$ cat src/rtl/dco_pkg.sv
// Shared types and default widths for the DCO frequency-locked-loop controller.
package dco_pkg;

    typedef enum logic [1:0] {
        IDLE,
        SAR,
        TRACK
    } fll_state_t;

    localparam int unsigned DCO_CODE_W = 8;
    localparam int unsigned DCO_CNT_W  = 16;

endpackage : dco_pkg

$ cat src/rtl/dco_edge_counter.sv
// DCO edge counter: synchronises the raw oscillator output, detects rising
// edges and counts them over back-to-back fixed-length windows.
module dco_edge_counter
    import dco_pkg::*;
#(
    parameter int unsigned CNT_W    = DCO_CNT_W,
    parameter int unsigned WIN_CYC  = 1024,
    parameter int unsigned SYNC_STG = 2
) (
    input  logic             clk,
    input  logic             rst,
    input  logic             run_i,
    input  logic             abort_i,
    input  logic             dco_i,
    output logic [CNT_W-1:0] meas_cnt_o,
    output logic             meas_valid_o
);

    localparam int unsigned          TMR_W    = $clog2(WIN_CYC);
    localparam logic [TMR_W-1:0]     TMR_LAST = TMR_W'(WIN_CYC - 1);

    logic [SYNC_STG-1:0] sync_q;
    logic                prev_q;
    logic                rise;
    logic [TMR_W-1:0]    tmr_q;
    logic [CNT_W-1:0]    cnt_q;
    logic [CNT_W-1:0]    cnt_d;
    logic [CNT_W-1:0]    meas_q;
    logic                valid_q;

    // Synchroniser chain plus the delayed copy used for rising-edge detection
    always_ff @(posedge clk or posedge rst) begin
        if (rst) begin
            sync_q <= '0;
            prev_q <= 1'b0;
        end else begin
            sync_q <= {sync_q[SYNC_STG-2:0], dco_i};
            prev_q <= sync_q[SYNC_STG-1];
        end
    end

    // Rising edge on the last synchroniser stage and saturating count update
    always_comb begin
        rise  = sync_q[SYNC_STG-1] & ~prev_q;
        cnt_d = cnt_q;
        if (rise && (cnt_q != '1)) begin
            cnt_d = cnt_q + 1'b1;
        end
    end

    // Window timer: the last cycle's edge is folded into the published count
    always_ff @(posedge clk or posedge rst) begin
        if (rst) begin
            tmr_q   <= '0;
            cnt_q   <= '0;
            meas_q  <= '0;
            valid_q <= 1'b0;
        end else if (!run_i || abort_i) begin
            tmr_q   <= '0;
            cnt_q   <= '0;
            valid_q <= 1'b0;
        end else if (tmr_q == TMR_LAST) begin
            tmr_q   <= '0;
            cnt_q   <= '0;
            meas_q  <= cnt_d;
            valid_q <= 1'b1;
        end else begin
            tmr_q   <= tmr_q + 1'b1;
            cnt_q   <= cnt_d;
            valid_q <= 1'b0;
        end
    end

    assign meas_cnt_o   = meas_q;
    assign meas_valid_o = valid_q;

endmodule : dco_edge_counter

$ cat src/rtl/dco_fll_ctrl.sv
// DCO frequency-locked-loop controller: SAR coarse acquisition of the DCO
// code followed by +/-1 tracking, lock detection and code-limit flagging.
module dco_fll_ctrl
    import dco_pkg::*;
#(
    parameter int unsigned CODE_W   = DCO_CODE_W,
    parameter int unsigned CNT_W    = DCO_CNT_W,
    parameter int unsigned WIN_CYC  = 1024,
    parameter int unsigned SYNC_STG = 2,
    parameter int unsigned DISCARD  = 1,
    parameter int unsigned LOCK_TOL = 2,
    parameter int unsigned LOCK_N   = 4,
    parameter int unsigned INV_POL  = 0
) (
    input  logic              clk,
    input  logic              reset,
    input  logic              ena,
    input  logic              start,
    input  logic              dco_in,
    input  logic [CNT_W-1:0]  target,
    output logic [CODE_W-1:0] dco_code,
    output logic [CNT_W-1:0]  meas_cnt,
    output logic              meas_valid,
    output logic              busy,
    output logic              locked,
    output logic              sat
);

    localparam int unsigned        IDX_W    = (CODE_W > 1) ? $clog2(CODE_W) : 1;
    localparam int unsigned        DISC_W   = $clog2(DISCARD + 2);
    localparam int unsigned        LOCK_W   = $clog2(LOCK_N + 1);
    localparam logic [CODE_W-1:0]  CODE_MID = {1'b1, {(CODE_W-1){1'b0}}};
    localparam logic [IDX_W-1:0]   IDX_TOP  = IDX_W'(CODE_W - 1);

    fll_state_t         state_q;
    logic [CODE_W-1:0]  code_q;
    logic [CNT_W-1:0]   tgt_q;
    logic [IDX_W-1:0]   bit_q;
    logic [DISC_W-1:0]  disc_q;
    logic [LOCK_W-1:0]  inband_q;
    logic               busy_q;
    logic               locked_q;
    logic               sat_q;

    logic [CNT_W-1:0]   cnt_w;
    logic               valid_w;

    logic [CNT_W:0]     hi_ext;
    logic [CNT_W-1:0]   band_hi;
    logic [CNT_W-1:0]   band_lo;
    logic               step_up;
    logic               step_dn;
    logic               too_fast;
    logic [CODE_W-1:0]  sar_code_d;

    dco_edge_counter #(
        .CNT_W    (CNT_W),
        .WIN_CYC  (WIN_CYC),
        .SYNC_STG (SYNC_STG)
    ) u_edge_counter (
        .clk          (clk),
        .rst          (reset),
        .run_i        (busy_q),
        .abort_i      (~ena),
        .dco_i        (dco_in),
        .meas_cnt_o   (cnt_w),
        .meas_valid_o (valid_w)
    );

    // Lock band (clamped, never wrapping), step direction and next SAR trial code
    always_comb begin
        hi_ext  = {1'b0, tgt_q} + (CNT_W+1)'(LOCK_TOL);
        band_hi = hi_ext[CNT_W] ? '1 : hi_ext[CNT_W-1:0];
        band_lo = (tgt_q >= CNT_W'(LOCK_TOL)) ? (tgt_q - CNT_W'(LOCK_TOL)) : '0;
        if (INV_POL != 0) begin
            step_up = cnt_w > band_hi;
            step_dn = cnt_w < band_lo;
        end else begin
            step_up = cnt_w < band_lo;
            step_dn = cnt_w > band_hi;
        end
        too_fast   = (cnt_w > tgt_q) ^ (INV_POL != 0);
        sar_code_d = code_q;
        if (too_fast) begin
            sar_code_d[bit_q] = 1'b0;
        end
        if (bit_q != '0) begin
            sar_code_d[bit_q - 1'b1] = 1'b1;
        end
    end

    // Control FSM: acquisition, tracking, lock and saturation flags
    always_ff @(posedge clk or posedge reset) begin
        if (reset) begin
            state_q  <= IDLE;
            code_q   <= CODE_MID;
            tgt_q    <= '0;
            bit_q    <= '0;
            disc_q   <= '0;
            inband_q <= '0;
            busy_q   <= 1'b0;
            locked_q <= 1'b0;
            sat_q    <= 1'b0;
        end else if (!ena) begin
            state_q  <= IDLE;
            disc_q   <= '0;
            inband_q <= '0;
            busy_q   <= 1'b0;
            locked_q <= 1'b0;
            sat_q    <= 1'b0;
        end else begin
            case (state_q)
                IDLE: begin
                    if (start) begin
                        state_q  <= SAR;
                        tgt_q    <= target;
                        bit_q    <= IDX_TOP;
                        code_q   <= CODE_MID;
                        disc_q   <= DISC_W'(DISCARD);
                        inband_q <= '0;
                        busy_q   <= 1'b1;
                        locked_q <= 1'b0;
                        sat_q    <= 1'b0;
                    end
                end
                SAR: begin
                    if (valid_w) begin
                        if (disc_q != '0) begin
                            disc_q <= disc_q - 1'b1;
                        end else begin
                            code_q <= sar_code_d;
                            disc_q <= (sar_code_d != code_q) ? DISC_W'(DISCARD) : '0;
                            if (bit_q == '0) begin
                                state_q  <= TRACK;
                                inband_q <= '0;
                            end else begin
                                bit_q <= bit_q - 1'b1;
                            end
                        end
                    end
                end
                TRACK: begin
                    if (valid_w) begin
                        if (disc_q != '0) begin
                            disc_q <= disc_q - 1'b1;
                        end else if (step_up || step_dn) begin
                            inband_q <= '0;
                            locked_q <= 1'b0;
                            if ((step_up && (code_q == '1)) || (step_dn && (code_q == '0))) begin
                                sat_q <= 1'b1;
                            end else begin
                                code_q <= step_up ? (code_q + 1'b1) : (code_q - 1'b1);
                                disc_q <= DISC_W'(DISCARD);
                                sat_q  <= 1'b0;
                            end
                        end else begin
                            sat_q <= 1'b0;
                            if (inband_q < LOCK_W'(LOCK_N)) begin
                                inband_q <= inband_q + 1'b1;
                            end
                            if (inband_q >= LOCK_W'(LOCK_N - 1)) begin
                                locked_q <= 1'b1;
                            end
                        end
                    end
                end
                default: begin
                    state_q <= IDLE;
                    busy_q  <= 1'b0;
                end
            endcase
        end
    end

    assign dco_code   = code_q;
    assign meas_cnt   = cnt_w;
    assign meas_valid = valid_w;
    assign busy       = busy_q;
    assign locked     = locked_q;
    assign sat        = sat_q;

endmodule : dco_fll_ctrl

$ cat config.mk
export PLATFORM = sky130hd
export DESIGN_NAME = dco_fll_ctrl
export DESIGN_NICKNAME = d
export VERILOG_FILES = /design/src/rtl/dco_pkg.sv /design/src/rtl/dco_edge_counter.sv /design/src/rtl/dco_fll_ctrl.sv
export SDC_FILE = /design/constraint.sdc
export NUM_CORES = 1
export LEC_CHECK = 0
export ABC_AREA = 1
export BUFFER_PORTS_ARGS = -buffer_cell sky130_fd_sc_hd__clkbuf_2
export CORE_ASPECT_RATIO = 1.2
export CORE_MARGIN = 10
export CORE_UTILIZATION = 50
export DETAILED_ROUTE_END_ITERATION = 10
export PLACE_DENSITY = 0.79
export SLEW_MARGIN = 20
export SYNTH_ARGS = -nofsm -noshare
export SYNTH_HDL_FRONTEND = slang
export SYNTH_HIERARCHICAL = 1
export SYNTH_SLANG_ARGS = --single-unit
export TNS_END_PERCENT = 100
$ cat constraint.sdc
create_clock -name clk -period 3.7 [get_ports clk]
set_clock_uncertainty 0.2 [all_clocks]
set_input_delay 0.74 -clock clk [delete_from_list [all_inputs] [get_ports clk]]
set_output_delay 0.74 -clock clk [all_outputs]
set_load 0.02 [all_outputs]
# [Yosys cells after proc, flatten, opt, wreduce, memory -nomap -nowiden]
# Cells that the tools add are included.
# W data, S select, Z words.
[op_classes] n_lt_le_gt_ge=10 mux=70 bitwise=7 eq_ne=28 n_addsub=9 n_reduce_logical=27
[op_table] op="$mux W16" n=5
[op_table] op="$mux W8" n=10
[op_table] op="$mux W3" n=13
[op_table] op="$gt A16 B16 Y1" n=2
[op_table] op="$mux W2" n=12
[op_table] op="$pmux W8 S3" n=1
[op_table] op="$mux W10" n=2
[op_table] op="$mux W1" n=18
[op_table] op="$add A16 B2 Y17 const B" n=1
[op_table] op="$add A16 B1 Y16 const B" n=1
[op_table] op="$ge A16 B2 Y1 const B" n=1
[op_table] op="$lt A16 B16 Y1" n=1
[op_table] op="$ne A16 B16 Y1 const B" n=1
[op_table] op="$ne A2 B2 Y1 const B" n=8
[op_table] op="$ne A4 B4 Y1 const B" n=4
[op_table] op="$sub A16 B2 Y16 const B" n=1
[op_table] op="$ne A3 B3 Y1 const B" n=4
[op_table] op="$pmux W2 S3" n=2
[op_table] op="$reduce_and A6 Y1" n=2
[op_table] op="$add A10 B1 Y10 const B" n=1
[op_table] op="$eq A10 B10 Y1 const B" n=1
[op_table] op="$reduce_and A5 Y1" n=2
[op_table] op="$pmux W3 S3" n=1
[op_table] op="$reduce_and A9 Y1" n=1
[op_table] op="38 further kinds" n=56
[totals] output_inout_bits=28 reg_bits=83 input_bits=21 elab_cells=166

# [Logic depth before layout (Yosys ltp)]
[depth] ltp_word=15 depth_mapped=30 ltp_nobuf=30

# [Hierarchy]
# The synthesis kept the hierarchy.
[modules_own_cells] module="dco_fll_ctrl" area_per_inst_um2=4434.3 instances=1 seq_area_each_um2=927.1 cells_per_inst=664
[modules_own_cells] module="dco_edge_counter" area_per_inst_um2=2396.0 instances=1 seq_area_each_um2=1151.1 cells_per_inst=302

# [Worst setup path after synthesis]
# No wires, ideal clock.
[synth_timing] kind="flip-flop to flip-flop" from="register tgt_q[3]" to="register code_q[6], in the netlist dco_code[6]" t_required_ns=3.381 path_stages_with_launch=29 t_arrival_ns=3.753 path_buffers=0 path_slack_ns=-0.372 period_less_slack_ns=4.072 setup_ns=0.119 path_cell_list="dfrtp_1 -> nor2_1 -> inv_1 -> nor3_1 -> inv_1 -> nor2_1 -> inv_1 -> nor2_1 -> inv_1 -> nor2_1 -> nand2_1 -> o31ai_1 -> nand3_1 -> ha_1 -> a21oi_1 -> o221a_2 -> nand2_4 -> fa_1 -> a21oi_1 -> nor2_1 -> nor2_1 -> nor2_1 -> nor2_1 -> o21bai_1 -> or2_2 -> nand3_1 -> nand2_1 -> nand2_1 -> o21ai_2"
[synth_via] elab_chain_cells=9 word_cells_on_any_way=26 cone_classes="2 x add/sub; 4 x order compare; 2 x eq/ne; 12 x mux; 1 x bitwise; 5 x reduce/logical"
[synth_lines] element="from (decl)" line="dco_fll_ctrl.sv:37" rtl="logic [CNT_W-1:0] tgt_q;"
[synth_lines] element="from (signal assigned)" line="dco_fll_ctrl.sv:116" rtl="tgt_q <= target;"
[synth_lines] element="$sub A16 B2 Y16 / $ge A16 B2 Y1 (equally long branches)" line="dco_fll_ctrl.sv:74" rtl="band_lo = (tgt_q >= CNT_W'(LOCK_TOL)) ? (tgt_q - CNT_W'(LOCK_TOL)) : '0;"
[synth_lines] element="$mux W16" line="dco_fll_ctrl.sv:74"
[synth_lines] element="$lt A16 B16 Y1" line="dco_fll_ctrl.sv:79" rtl="step_up = cnt_w < band_lo;"
[synth_lines] element="$mux W8" line="dco_fll_ctrl.sv:152" rtl="code_q <= step_up ? (code_q + 1'b1) : (code_q - 1'b1);"
[synth_lines] element="$mux W8" line="dco_fll_ctrl.sv:149" rtl="if ((step_up && (code_q == '1)) || (step_dn && (code_q == '0))) begin"
[synth_lines] element="$mux W8" line="dco_fll_ctrl.sv:146" rtl="end else if (step_up || step_dn) begin"
[synth_lines] element="$mux W8" line="dco_fll_ctrl.sv:144" rtl="if (disc_q != '0) begin"
[synth_lines] element="$mux W8" line="dco_fll_ctrl.sv:143" rtl="if (valid_w) begin"
[synth_lines] element="$pmux W8 S3" line="dco_fll_ctrl.sv:112" rtl="case (state_q)"
[synth_lines] element="to (signal assigned)" line="dco_fll_ctrl.sv:131" rtl="code_q <= sar_code_d;"
[synth_lines] element="to (signal assigned)" line="dco_fll_ctrl.sv:152"
[synth_lines] element="to (decl)" line="dco_fll_ctrl.sv:36" rtl="logic [CODE_W-1:0] code_q;"
# Parallel ways exist; a longest one is shown, timed or not. The select of a mux whose other input is x is not followed.
# A chain may end at the register's enable or synchronous reset.

# [Final worst setup path]
[layout_timing] from="register tgt_q[4]" to="register code_q[4], in the netlist dco_code[4]"
# Same word-level chain as after synthesis.

==> flow_summary.toml <==
[finish]
final_cell_area_mm2 = 0.00847
layout-area-overhead-vs-synth_pct = 24.0
post_route_cells_drive_above_1_share = 0.248
num-nets-final = 1169
num_antenna_cells = 0
layout.filler_cells = 1077
finalNonFillerCells = 1255

[run_status]
outcome = "complete, but fails checks"
failing_checks = "setup timing"

[global_route]
grt_antenna_before_repair = 0
first_global_vias = 6583
global_route.overflow_total = 0
grt.total_usage = 0.193
global_route_wire_length_before_repair_um = 30500
largest_net_degree_at_the_start_of_global_routing = 47

[drt]
drt_pass1_iterations = 7
avgRoutedWirePerCell_um = 15.5
drt-total-wl_um = 19400
detailroute.via_count = 6994
drt_iter0_drc = 641
detailed_route_vias_per_instance = 5.57
ant_nets = 0
drc_violations_left = 0

[yosys]
synth_enable_flop_cells = 0
synth_area_mm2 = 0.00683
ys_seq_elements = 83
synth_largest_type_area_fraction = 0.300
synthesis.nets = 1053
synthesis.yosys.warnings = 6
asyncSetResetFlopFracSynth = 1.00
syn_inst = 966
yosys.area.top_type = "sky130_fd_sc_hd__dfrtp_1"
ys_seq_area_frac = 0.304
netlist-cell-type-count = 52
ys_dominant_reg_cell = "sky130_fd_sc_hd__dfrtp_1"
synth_area_per_inst_um2 = 7.07
yosys-top-cells-area = "sky130_fd_sc_hd__dfrtp_1, sky130_fd_sc_hd__nand2_1, sky130_fd_sc_hd__ha_1"

[timing]
rsz_0062_raised_after_global_routing = "yes"
layout_min_cycle_time_ns = 4.41
final_setup_violating_endpoints = 7
final_critical_path_setup_slack_ns = -0.711
drv_slew = 0
timing.max_slew.rel_slack = 0.286
worstMarginPinSlew_ns = 1.06
hold_violations = 0
fmax_mhz = 227
fin_crit_sh = 1.19

[floorplan]
die_width_um = 127
floorplan.initialDensity = 0.514
die_h_um = 148
core.rowCount = 46
core_mm2 = 0.0133
ioPinCount = 49
die_area_mm2 = 0.0188

[pwr]
power.ir.vdd_worst_v = 0.000344
power_density_relative_to_cell_area_mw_per_mm2 = 564
p_total_mw = 4.78
netSwitchingFraction = 0.455
share_clk_of_total_power = 0.215
power_switching_mw = 2.17
power_leakage_nw = 4.21
seqPwrFrac = 0.256
power_frac_comb = 0.529
power_report.internal_total_mw = 2.61

[worst_hold_path]
hp-start = "u_edge_counter/sync_q[0]"
worstHoldPathCells = 0
min-delay-path-class = "reg -> reg"
holdPathEnd = "u_edge_counter/sync_q[1]"

[worst_setup_path]
cp.buffers_inverters = 8
crit_type = "reg -> reg"
worst_path_maximum_fanout = 7
required_ns = 3.78
cp_data_arrival_time_ns = 4.49
setup.reg_to_reg.worst_slack_ns = -0.71
timing.critical_path.slowest_cell_delay_ns = 0.38
startpoint = "tgt_q[4]"
timing.rr.end = "dco_code[4]"
r2r_cells = 27
crit_slowest_cell = "sky130_fd_sc_hd__dfrtp_1"
worstReg2RegStart = "tgt_q[4]"
start_kind = "flop"
worst_setup_path_end_kind = "flop"
timing.critical_path.max_delay_family = "simple AND/OR/NAND/NOR gates"

[job]
max_cap_violations = 0

[clock_network]
postCtsHoldBufs = 0
clock_latency_ns = 0.35
clock_tree_from_tritoncts = "done"
numCtsBuffers = 9
clkSlewWorstSetupHoldPaths_ns = 0.07
cts_htree_levels = 3
clk_path_buf_depth = 2
tritoncts_num_sinks = 83
cts-root-buf = "sky130_fd_sc_hd__clkbuf_16"

[placed_design]
detailed_place_hpwl_um = 13100
placed_cells_incl_taps = 1218
total_placed_instance_area_mm2 = 0.00757
place.port_buffers = 48
gp_congestion = 0.932
[power by group through the flow]
stage	Combinational (mW)	Clock [mW]	Sequential, mW
finish	2.53	1.03	1.22
detailed placement	2.16	0	1.23
global placement	2.11	0	1.22
global route	2.82	1.08	1.25
CTS	2.23	1.04	1.22
floorplan	1.47	0	1.26
[how the worst max path moves through the flow]
stage                  endpoint  slack (ns)  depth (start not counted)
floorplan           dco_code[7]       -0.30                         26
global placement    dco_code[7]       -0.38                         28
detailed placement  dco_code[5]       -0.53                         28
CTS                 dco_code[7]       -0.46                         27
global route        dco_code[4]       -0.85                         27
finish              dco_code[4]       -0.71                         27
[logic make-up (layout without fill, tap and decap cells)]
kind of cell	after synthesis	after routing	share of synthesized area
compound gates	126	126	0.107
xor+xnor	15	15	0.0192
fa+ha+maj	66	66	0.122
buf+inv	132	252	0.0806
flops	83	83	0.304
simple gates	544	545	0.367
[cells in the final DEF (no fill, tap or decap), types with 11 or more instances in the layout]
cell	n
sky130_fd_sc_hd__inv_1	103
sky130_fd_sc_hd__dfrtp_1	82
sky130_fd_sc_hd__nor2_2	16
sky130_fd_sc_hd__nand2_1	243
sky130_fd_sc_hd__nand4_1	17
sky130_fd_sc_hd__xor2_1	11
sky130_fd_sc_hd__clkbuf_2	48
sky130_fd_sc_hd__nand3_1	57
sky130_fd_sc_hd__o21ai_0	21
sky130_fd_sc_hd__nor3_1	14
sky130_fd_sc_hd__nor2_1	117
sky130_fd_sc_hd__a21oi_1	54
sky130_fd_sc_hd__o21ai_1	12
sky130_fd_sc_hd__buf_4	64
sky130_fd_sc_hd__nor2_4	13
sky130_fd_sc_hd__nand2_2	27
sky130_fd_sc_hd__ha_1	57
[metrics by stage]
stage / TNS (ns) / setup slack [ns] / utilization / hold WS, ns
2_1_floorplan: -0.829 / -0.304 / - / 0.131
3_3_place_gp: -1.62 / -0.380 / 0.569 / 0.133
3_5_place_dp: -2.44 / -0.527 / 0.569 / 0.137
4_1_cts: -2.03 / -0.456 / 0.611 / 0.153
5_1_grt: -5.72 / -0.849 / 0.637 / 0.161
6_report: -2.93 / -0.711 / 0.637 / 0.150
[layer usage]
| layer | wire [µm] | vias to the layer above | track usage |
|---|---|---|---|
| met5 | 0 | - | 0 |
| met4 | 601 | 0 | 0.0678 |
| met3 | 1330 | 78 | 0.0329 |
| met2 | 9470 | 292 | 0.335 |
| met1 | 8000 | 3234 | 0.232 |
| li1 | - | 3390 | - |
[cells in the mapped netlist (all sizes together) (2+ instances only)]
cell type  count
o21bai         4
dfrtp         82
nand4         20
ha            65
xor2          12
nor4           2
nor3b          3
nand3         69
nor2         147
o31ai          3
o21ai         43
xnor2          3
buf           12
a22oi          3
o2111ai        3
or2            4
o21a           2
inv          113
nand2        275
clkbuf         6
a21oi         59
a21boi         2
nor3          21
[final cells by class]
| cell class | count | area [µm²] | area share |
|---|---|---|---|
| Multi-Input combinational cell | 752 | 4590 | 0.542 |
| Sequential cell | 83 | 2080 | 0.245 |
| Inverter | 114 | 428 | 0.0505 |
| Tap cell | 168 | 210 | 0.0248 |
| Clock inverter | 6 | 95.1 | 0.0112 |
| Timing Repair Buffer | 122 | 833 | 0.0984 |
| Clock buffer | 10 | 239 | 0.0282 |
[what timing repair did]
action / 4_1_cts / 5_1_grt
endpoints found under the setup margin: 10 / 15
buffers inserted: 11 / 9
cloned: 1 / 1
resized for setup: 29 / 64
pin swaps: 13 / 37
[registers in the layout, indices dropped and copies added, names as in the netlist, 2 cells and up]
register	cells
tgt_q	16
u_edge_counter/cnt_q	16
u_edge_counter/meas_cnt_o	16
u_edge_counter/tmr_q	10
dco_code	8
bit_q	3
inband_q	3
disc_q	2
state_q	2
u_edge_counter/sync_q	2
Note: power is estimated with default switching activity, not from simulation.
